### src/rtl/img_addr_gen.sv
// ---------------------------------------------------------------------------
// img_addr_gen
//
// Data-memory address generator placed directly after the processor control
// unit. It keeps two pointers:
//   * an output-image write pointer (MAR), and
//   * a row/column read cursor over the input image.
// One of the two drives the single data-memory address port. The row base
// (row * IMG_W) is kept as a running sum, so no multiplier is needed.
//
// Ports
//   clk         rising-edge clock
//   reset       synchronous, active-high; overrides every other input
//   mar_inc     MAR <- MAR + 1 (wraps silently at 2^ADDR_WIDTH)
//   col_inc     column += COL_STEP; wraps to 0 and pulses row_end on overflow
//   row_inc     row += ROW_STEP; wraps to 0 and sets frame_done on overflow
//   col_zero    column <- 0 (takes priority over col_inc)
//   addr_sel    0: read cursor on dmem_addr, 1: MAR on dmem_addr
//   done_clr    clears frame_done (a coincident row overflow wins)
//   dmem_addr   data-memory address
//   mar         write pointer
//   col, row    read-cursor coordinates
//   row_end     one-cycle pulse after a column wrap
//   frame_done  sticky flag set by a row wrap
// ---------------------------------------------------------------------------
module img_addr_gen #(
    parameter int unsigned ADDR_WIDTH = 16,
    parameter int unsigned IMG_W      = 256,
    parameter int unsigned IMG_H      = 256,
    parameter int unsigned COL_STEP   = 2,
    parameter int unsigned ROW_STEP   = 2,
    parameter int unsigned RD_BASE    = 0,
    parameter int unsigned WR_BASE    = 32'h8000
) (
    input  logic                  clk,
    input  logic                  reset,
    input  logic                  mar_inc,
    input  logic                  col_inc,
    input  logic                  row_inc,
    input  logic                  col_zero,
    input  logic                  addr_sel,
    input  logic                  done_clr,
    output logic [ADDR_WIDTH-1:0] dmem_addr,
    output logic [ADDR_WIDTH-1:0] mar,
    output logic [15:0]           col,
    output logic [15:0]           row,
    output logic                  row_end,
    output logic                  frame_done
);

    localparam logic [ADDR_WIDTH-1:0] WR_BASE_A  = ADDR_WIDTH'(WR_BASE);
    localparam logic [ADDR_WIDTH-1:0] RD_BASE_A  = ADDR_WIDTH'(RD_BASE);
    // Amount the row base moves per row_inc; truncation is harmless because
    // the final address is taken modulo 2^ADDR_WIDTH anyway.
    localparam logic [ADDR_WIDTH-1:0] ROW_BASE_STEP = ADDR_WIDTH'(ROW_STEP * IMG_W);

    logic [ADDR_WIDTH-1:0] mar_q, mar_d;
    logic [15:0]           col_q, col_d;
    logic [15:0]           row_q, row_d;
    logic [ADDR_WIDTH-1:0] row_base_q, row_base_d;
    logic                  row_end_q, row_end_d;
    logic                  frame_done_q, frame_done_d;

    // One extra bit so the candidate position cannot wrap before the
    // bounds check sees it.
    logic [16:0] col_sum;
    logic [16:0] row_sum;
    logic        col_wrap;
    logic        row_wrap;

    assign col_sum  = {1'b0, col_q} + 17'(COL_STEP);
    assign row_sum  = {1'b0, row_q} + 17'(ROW_STEP);
    assign col_wrap = !(32'(col_sum) < IMG_W);
    assign row_wrap = !(32'(row_sum) < IMG_H);

    always_comb begin
        // NOTE: every variable gets a default before any branch so no path
        // leaves it unassigned, which would otherwise infer a latch.
        mar_d        = mar_q;
        col_d        = col_q;
        row_d        = row_q;
        row_base_d   = row_base_q;
        row_end_d    = 1'b0;
        frame_done_d = frame_done_q;

        if (mar_inc) begin
            mar_d = mar_q + ADDR_WIDTH'(1);
        end

        if (col_zero) begin
            col_d = '0;
        end else if (col_inc) begin
            if (col_wrap) begin
                col_d     = '0;
                row_end_d = 1'b1;
            end else begin
                col_d = col_sum[15:0];
            end
        end

        // Clear first so a coincident row overflow below re-sets the flag.
        if (done_clr) begin
            frame_done_d = 1'b0;
        end

        if (row_inc) begin
            if (row_wrap) begin
                row_d        = '0;
                row_base_d   = '0;
                frame_done_d = 1'b1;
            end else begin
                row_d      = row_sum[15:0];
                row_base_d = row_base_q + ROW_BASE_STEP;
            end
        end
    end

    always_ff @(posedge clk) begin
        // NOTE: registered state uses non-blocking assignments so every flop
        // samples the pre-edge values, independent of statement order.
        if (reset) begin
            mar_q        <= WR_BASE_A;
            col_q        <= '0;
            row_q        <= '0;
            row_base_q   <= '0;
            row_end_q    <= 1'b0;
            frame_done_q <= 1'b0;
        end else begin
            mar_q        <= mar_d;
            col_q        <= col_d;
            row_q        <= row_d;
            row_base_q   <= row_base_d;
            row_end_q    <= row_end_d;
            frame_done_q <= frame_done_d;
        end
    end

    // Pure mux on registered state: addr_sel takes effect with no latency.
    assign dmem_addr  = addr_sel ? mar_q : (RD_BASE_A + row_base_q + ADDR_WIDTH'(col_q));
    assign mar        = mar_q;
    assign col        = col_q;
    assign row        = row_q;
    assign row_end    = row_end_q;
    assign frame_done = frame_done_q;

endmodule

### config.mk
export PLATFORM = sky130hd
export DESIGN_NAME = img_addr_gen
export DESIGN_NICKNAME = d
export VERILOG_FILES = /design/src/rtl/img_addr_gen.sv
export SDC_FILE = /design/constraint.sdc
export NUM_CORES = 1
export LEC_CHECK = 0
export CORE_MARGIN = 2
export CORE_UTILIZATION = 46
export CTS_BUF_LIST = sky130_fd_sc_hd__clkbuf_4
export DETAILED_ROUTE_END_ITERATION = 8
export PLACE_DENSITY_LB_ADDON = 0.1
export SYNTH_ARGS = -nofsm -noshare
export SYNTH_HDL_FRONTEND = slang
export SYNTH_SLANG_ARGS = --single-unit
### constraint.sdc
create_clock -name clk -period 2.4 [get_ports clk]
set_input_delay 0.48 -clock clk [delete_from_list [all_inputs] [get_ports clk]]
set_output_delay 0.48 -clock clk [all_outputs]
set_load 0.03 [all_outputs]
==> qor.txt, run 1 <==
Xor/xnor share of the synthesized area: 0.0690
Cell taking the most area after synthesis: dfxtp_1
Leak pwr: 1.72 nW
Top_reg_cell synth: dfxtp_1
Vias in the first global route: 2699
Fin Clk Skew: 0.00885 ns
CP endpoint kind: output port
FF-to-FF setup slack: 0.09 ns
Hold Violations, Final: 0
Top-count cell post-synth: dfxtp_1
Largest family of logic cells by synthesized area: simple AND/OR/NAND/NOR gates
Post-synth top area share: 0.377
GRT Overall Usage: 0.219
Critical setup path kind: reg2out
Setup WS post-layout: -0.242 ns
Fraction of the mapped netlist area in compound gates: 0.138
Final setup fails: 3
Setup_tns: -0.550 ns
Initial Util: 0.468
DRC: 0
Post-synthesis adder-cell area fraction: 0.0429
Fin crit share: 1.10
Hold WC Path Type: reg2reg
Hold buffers post-CTS: 0
RSZ-0062 raised after global routing: true
Worst skew pair latency: 0.38 ns
Worst Tran Pin Value: 0.496 ns
# rows: 29
Hold Crit Depth: 1
CTS tree: done
Initial DRC count: 141
Htree depth: 2
WP data required: 1.92 ns
CTS buffer count: 5
Peak supply drop: 0.387 mV
Clk buf depth: 2
Fmax: 379 MHz
TritonRoute pass-1 iters: 4
Synth cell types: 51
Area Overhead vs Synth: 43.5%
# IOs: 74
Pwr/cell area: 415 nW/um^2
Post-DP HPWL: 5420 microns
Share of cells above drive strength 1: 0.230
Maxcap violations: 0
N_diodes: 0
Post-synthesis cell area: 2920 sq um
Rel. slew slack: 0.667
Worst EP arrival: 2.16 ns
Total grt overflow: 0
Global-route wire length before repair: 12600 microns
Height of the die: 83.7 microns
Largest net degree at the start of global routing: 18
Clock transition at path regs: 0.16 ns
CP max FO: 2
Worst setup SP type: flip-flop
Synthesized instance count: 337
EDFF count, synth: 0
Clk sinks: 55
Core area: 6240 sq um
WL/cell: 15.2 microns
Count of synthesis-stage warnings from yosys: 0
Tot Pwr: 1.74 mW
R2R cell count: 7
Period minus WS final: 2.64 ns
Final wirelength: 7840 microns
I/O Buffers: 71
Die area: 7000 sq um
Clock tree root driver cell: clkbuf_4
Initial antenna violation count: 0
Most frequent cells after synthesis: 55 x dfxtp_1, 37 x nand2_1, 24 x nor2_1
#FFs+latches synth: 55
Hold_ws: 0.514 ns
Register area share after synthesis: 0.377
Avg Cell Area, Syn: 8.66 sq um
Post-DRT Antenna Nets: 0
DR vias: 2778
Post-synthesis simple-gate area fraction: 0.283
Outcome: complete, but fails checks
Post-synthesis mux area share: 0.0493
Vias/cell: 5.37
Violated checks: negative setup slack
Die width: 83.7 microns
Async set or reset register ratio after synthesis: 0
GPL Wtd Cong: 0.813
Synth top area cells: dfxtp_1 38%, nand2_1 4.8%, ha_1 4.3%
Slew Viols, Final: 0
Nets: 457
[through the flow]
| stage | util | instances | cell area (sq um) | setup WS, ns |
|---|---|---|---|---|
| detailed placement | 0.626 | 501 | 3910 | -0.165 |
| CTS | 0.657 | 514 | 4100 | -0.180 |
| floorplan | - | 338 | 2970 | 0.0189 |
| global route | 0.671 | 517 | 4190 | -0.356 |
| global placement | 0.626 | 501 | 3910 | -0.129 |
| finish | 0.671 | 517 | 4190 | -0.242 |
[what timing repair did]
action	in CTS	in global routing
hold endpoints to repair	0	0
endpoints found under the setup margin	19	13
pin swaps	10	8
cloned	0	1
gates resized for setup	25	19
setup buffers	5	3
[final timing paths]
check	startpoint	end
max	col[10]	dmem_addr[14]
min	row[15]	row[15]
max reg2reg	row[2]	row[1]
min reg2reg	row[15]	row[15]
[cells in the final DEF (no fill, tap or decap), types with 3 or more instances in the layout]
master	instances
a21o_1	3
a21oi_1	7
a22o_1	5
and2_1	19
and3_1	8
buf_4	43
buf_6	3
clkbuf_4	5
clkdlybuf4s50_1	55
dfxtp_1	41
dfxtp_2	10
dfxtp_4	4
dlygate4sd2_1	9
ha_1	7
ha_4	3
inv_1	6
mux2_2	10
nand2_1	37
nand2b_1	6
nand3_1	11
nand3b_1	4
nand4_1	8
nor2_1	24
nor2b_1	10
nor3_1	5
nor3b_1	3
o2111ai_1	5
o21ai_0	8
o31ai_1	4
or3_1	5
xnor2_1	9
xor2_1	12
[cell type report]
class	instances	area, sq um
fill	540	2050
multi-input combinational	260	1850
sequential	55	1130
timing repair buffer	110	986
tap	77	96.3
clock inverter	3	67.6
clock buffer	5	37.5
inverter	7	26.3
[logic make-up (layout without fill, tap and decap cells)]
group	count (synthesis)	in the layout
and+or+nand+nor	154	155
AOI/OAI and AO/OA	57	57
DFF	55	55
buffers and inverters	24	125
xor gates and xnor gates	23	23
muxes	13	13
adders and majority gates	10	10
other	1	2
[state kept, by name, indices dropped and copies added (netlist names)]
signal	flops
row_end	1
row_base_q	7
mar	16
col	15
frame_done	1
row	15
[routing by layer]
metal	wire length, microns	GRT usage	share of wire	vias up
met5	0	0	0	-
met4	48	0.0528	0.0061	0
met3	257	0.0356	0.033	5
met2	3680	0.359	0.47	58
met1	3850	0.303	0.49	1319
li1	-	-	-	1396
[power by group]
| part | switching [mW] | leakage (nW) | internal [mW] | total, mW |
|---|---|---|---|---|
| Clock | 0.306 | 0.0514 | 0.324 | 0.630 |
| Combinational | 0.0932 | 1.22 | 0.0806 | 0.174 |
| Sequential | 0.0144 | 0.452 | 0.922 | 0.936 |
| Total | 0.414 | 1.72 | 1.33 | 1.74 |
[critical path, stage by stage, from the launching register on]
cell      delay, ns
dfxtp_2        0.37
ha_4           0.25
a21oi_4        0.16
o21bai_4       0.10
a21oi_2        0.19
buf_4          0.14
o21bai_1       0.08
xnor2_1        0.27
o21ai_2        0.10
buf_6          0.14
(Power assumes the default switching activity.)
==> run 2: changes to the inputs <==
CTS_CLUSTER_SIZE = 14   (was unset)
TNS_END_PERCENT = 30   (was unset)
==> qor.txt, run 2 (synthesis results as in run 1) <==
Slowest stage cell on the critical path: dfxtp_2
Fmax: 395 MHz
Met1 wire length: 3700 microns
Area Overhead vs Synth: 41.2%
CP endpoint kind: output port
WL/cell: 14.4 microns
Final setup fails: 5
Die width: 83.7 microns
Clock transition at path regs: 0.16 ns
R2r startpoint: row[7]
N_diodes: 0
Hold_sp: row[15]
Total grt overflow: 0
Peak supply drop: 0.227 mV
Critical setup path kind: reg2out
I/O Buffers: 71
Commonest non-fill, non-tap cells in the layout: 55 x clkdlybuf4s50_1, 47 x dfxtp_1, 44 x buf_4
Commonest non-fill, non-tap cell in the layout: clkdlybuf4s50_1
Worst Tran Pin Value: 0.588 ns
# rows: 29
Slew Viols, Final: 0
Initial antenna violation count: 0
CTS buffer count: 5
Vias in the first global route: 2602
Hold WC Path Type: reg2reg
Vias/cell: 5.34
Clk buf depth: 2
DRC: 0
RSZ-0062 raised after global routing: true
Crit path launch: row_base_q[10]
Largest register FFs: 16
Fin crit share: 1.06
Fin Clk Skew: 0.00556 ns
GPL Wtd Cong: 0.830
Rel. slew slack: 0.606
Fin util: 0.660
Share of cells above drive strength 1: 0.207
Die area: 7000 sq um
CP max FO: 2
CP Cell Sequence: ha_4 -> a21oi_4 -> o21bai_1 -> a21oi_2 -> o21ai_2 -> xnor2_2 -> mux2_4 -> buf_6
Initial Util: 0.468
Final wirelength: 7410 microns
Post-DP HPWL: 5500 microns
Outcome: complete, but fails checks
Post-DRT Antenna Nets: 0
GRT Overall Usage: 0.215
Initial DRC count: 114
Htree depth: 2
# IOs: 74
Violated checks: negative setup slack
Global-route wire length before repair: 12500 microns
Number of fillers in the final layout: 553
Met2 WL: 3360 microns
TritonRoute pass-1 iters: 4
Maxcap violations: 0
Max Used Layer: met4
Worst setup SP type: flip-flop
Setup WS post-layout: -0.132 ns
CP max stage delay: 0.37 ns
CTS tree: done
Hold buffers post-CTS: 0
DR vias: 2753
Met3 WL post-DR: 247 microns
Height of the die: 83.7 microns
Core area: 6240 sq um
Worst EP arrival: 2.05 ns
Clock tree root driver cell: clkbuf_4
Worst skew pair latency: 0.37 ns
Nets: 457
Period minus WS final: 2.53 ns
Hold Violations, Final: 0
Design area: 4120 sq um
WP data required: 1.92 ns
Leak pwr: 1.70 nW
Pwr/cell area: 389 nW/um^2
DP Area: 3910 sq um
Clk sinks: 55
Largest net degree at the start of global routing: 17
[run 2: cell types whose count changed in the layout (fill, tap and decap cells not counted), moves of 2 or more]
| cell | delta |
|---|---|
| dfxtp_1 | +6 |
| ha_4 | -2 |
| dfxtp_4 | -3 |
| or4_4 | -2 |
| dfxtp_2 | -3 |
[run 2: final cells by class]
cell class / instances / area [sq um] / share of cell area
Multi-Input combinational cell: 259 / 1820 / 0.441
Tap cell: 77 / 96.3 / 0.0234
Sequential cell: 55 / 1110 / 0.270
Clock inverter: 2 / 37.5 / 0.00911
Inverter: 7 / 26.3 / 0.00638
Clock buffer: 5 / 37.5 / 0.00911
Timing Repair Buffer: 111 / 993 / 0.241
[run 2: report_power, final]
group / total (mW) / switching (mW) / internal [mW]
Sequential: 0.935 / 0.0116 / 0.923
Combinational: 0.168 / 0.0915 / 0.0765
Clock: 0.500 / 0.286 / 0.214
[run 2: stage by stage]
stage          power [mW]  hold WS, ns  instances  setup TNS [ns]  setup slack [ns]
6_report             1.60        0.508        516          -0.320            -0.132
5_1_grt              1.66        0.535        516           -1.27            -0.214
4_1_cts              1.62        0.512        515          -0.336            -0.154
3_5_place_dp         1.12        0.488        504           -1.24            -0.159
3_3_place_gp         1.11        0.472        504           -1.13            -0.133
2_1_floorplan        1.05        0.483        338          -0.988            -0.124
[run 2: worst max-delay path: cells and delay by family, from the launching register on]
family          cells  cell delay (ns)
fa+ha+maj           1             0.25
xor+xnor            1             0.14
flops               1             0.37
mux                 1             0.28
buf+inv             1             0.14
compound gates      4             0.51
[run 2: final timing paths]
| path | end | slack (ns) | cells past startpoint |
|---|---|---|---|
| worst max-delay path | dmem_addr[15] | -0.13 | 8 |
| worst min-delay path | row[15] | 0.51 | 1 |
| worst max register to register | row_base_q[9] | -0.02 | 7 |
| worst min register to register | row[15] | 0.51 | 1 |
[run 2: what timing repair did]
action                                  4_1_cts  5_1_grt
resized for setup                            22       11
endpoints found under the setup margin       19       15
setup buffers                                 4        3
hold endpoints to repair                      0        0
pin swaps                                     8        7
[run 2: layer usage]
layer,up-vias,global-route usage
met1,1296,0.300
li1,1392,-
met2,55,0.350
met5,-,0
met4,0,0.0455
met3,10,0.0386
==> RTL edit: new RTL, config.mk and constraints of run 1 <==
Put a register stage on the output `dmem_addr`, with the module's reset. The value now appears one clock later. The other outputs are not delayed to match.
--- a/src/rtl/img_addr_gen.sv
+++ b/src/rtl/img_addr_gen.sv
@@ -137,5 +137,11 @@
 
     // Pure mux on registered state: addr_sel takes effect with no latency.
-    assign dmem_addr  = addr_sel ? mar_q : (RD_BASE_A + row_base_q + ADDR_WIDTH'(col_q));
+    always_ff @(posedge clk) begin
+        if (reset) begin
+            dmem_addr <= '0;
+        end else begin
+            dmem_addr <= addr_sel ? mar_q : (RD_BASE_A + row_base_q + ADDR_WIDTH'(col_q));
+        end
+    end
     assign mar        = mar_q;
     assign col        = col_q;
Formal check against the unedited RTL: not equivalent (Yosys sat finds a counterexample within 4 cycles, from zero or initial values and one cycle with reset high).
==> RTL edit against run 1 <==
Cell area grew 3.5%. Register-to-register slack gained 0.08 ns. Routed wire length grew 0.28%. Power grew 21%. Via count grew 4.6%. Largest power group unchanged. Fmax grew 19%. Critical path depth shrank 2. Sequential cell count grew 16. Critical endpoint is now dmem_addr[15]$_SDFF_PP0_. Sequential power grew 29%. Setup slack gained 0.42 ns. Area after synthesis grew 14%. Combinational power shrank 8%.
==> RTL edit: results (changes against run 1) <==
Placement
  – Placed inst area: 0.00420 mm2 (+7.6%)
  – Pre-CTS WS: 0.103 ns (+0.268 ns)
  – RePlAce Congestion: 0.776 (-4.6%)
  – Hpwl dp: 5580 um (+3.1%)

Power and ir drop
  – Pleak: 1.58 nW (-8.2%)
  – Max IR drop VDD: 0.251 mV (-35%)

Worst hold path
  – Worst min-delay path endpoint: row[11]$_SDFFE_PP0P_

GRT
  – Grt met3 use: 0.0388 (+0.00317)
  – Met1 Use GR: 0.289 (-0.0137)
  – First-pass GRT wire length: 12400 um (-1.1%)

Synthesis
  – Mux cell area share after synthesis: 0.0330 (-0.0162)
  – Synth area leaders: dfxtp_1 43%, nor2_1 4.5%, ha_1 3.8%
  – Commonest cells in the netlist: 71 x dfxtp_1, 40 x nor2_1, 20 x nand3_1, 18 x a21oi_1, 18 x and2_1
  – Syn_area_per_cell: 9.08 um2 (+4.8%)
  – Post-Synth XOR/XNOR Area: 0.0605 (-0.00855)

Timing
  – Hold_ws: 0.495 ns (-0.0194 ns)
  – Clock skew: 0.0173 ns (+0.00843 ns)

Worst setup path
  – CP endpoint: dmem_addr[15]$_SDFF_PP0_
  – Reg2reg setup slack: 0.17 ns (+0.08 ns)
  – CP arrival: 2.51 ns (+0.35 ns)
  – Reg-to-Reg Start: col[10]$_SDFFE_PP0P_
  – Highest-delay cell along the critical path: a2111oi_1
  – Critical Path Fanout Max: 8 (+6)
  – Largest stage delay, worst path: 0.46 ns (+0.09 ns)

Detailed routing
  – Total number of vias: 2906 (+4.6%)
  – WL met3: 288 um (+12%)
  – Initial DRC Count: 83 (-41%)
  – Wirelength, routed: 7860 um (+0.28%)
  – M1 WL: 3910 um (+1.7%)

Finish
  – Share of layout cells above drive strength 1: 0.0998 (-0.130)
  – NumNets Final: 464 (+1.5%)

Clocking
  – Clock-pin slew on the worst setup and hold paths: 0.12 ns (-0.04 ns)

Outcome
  – Status: complete, no violations
[RTL edit: cell count changes after synthesis, moves of 5 or more]
cell      change
nor2_1       +16
mux2i_1       +9
nand3_1       +9
nor2b_1       -6
o21ai_0       -7
nand2_1      -21
dfxtp_1      +16
mux2_2       -11
a21oi_1       +8
a22o_1        -5
nand2b_1      +6
[RTL edit: cell type report]
type	count	area (um2)
inverter	11	41.3
timing repair buffer	82	806
fill	669	2800
multi-input combinational	271	1810
clock inverter	7	63.8
sequential	71	1420
tap	99	124
clock buffer	9	67.6
[RTL edit: report_power, final]
group          internal (mW)  switching [mW]
clock network          0.309           0.436
logic                 0.0691          0.0911
registers               1.19          0.0143
total                   1.57           0.541
[RTL edit: what timing repair did]
item	CTS	global route
setup endpoints to repair	0	1
gates resized for setup	0	3
buffers inserted	0	0
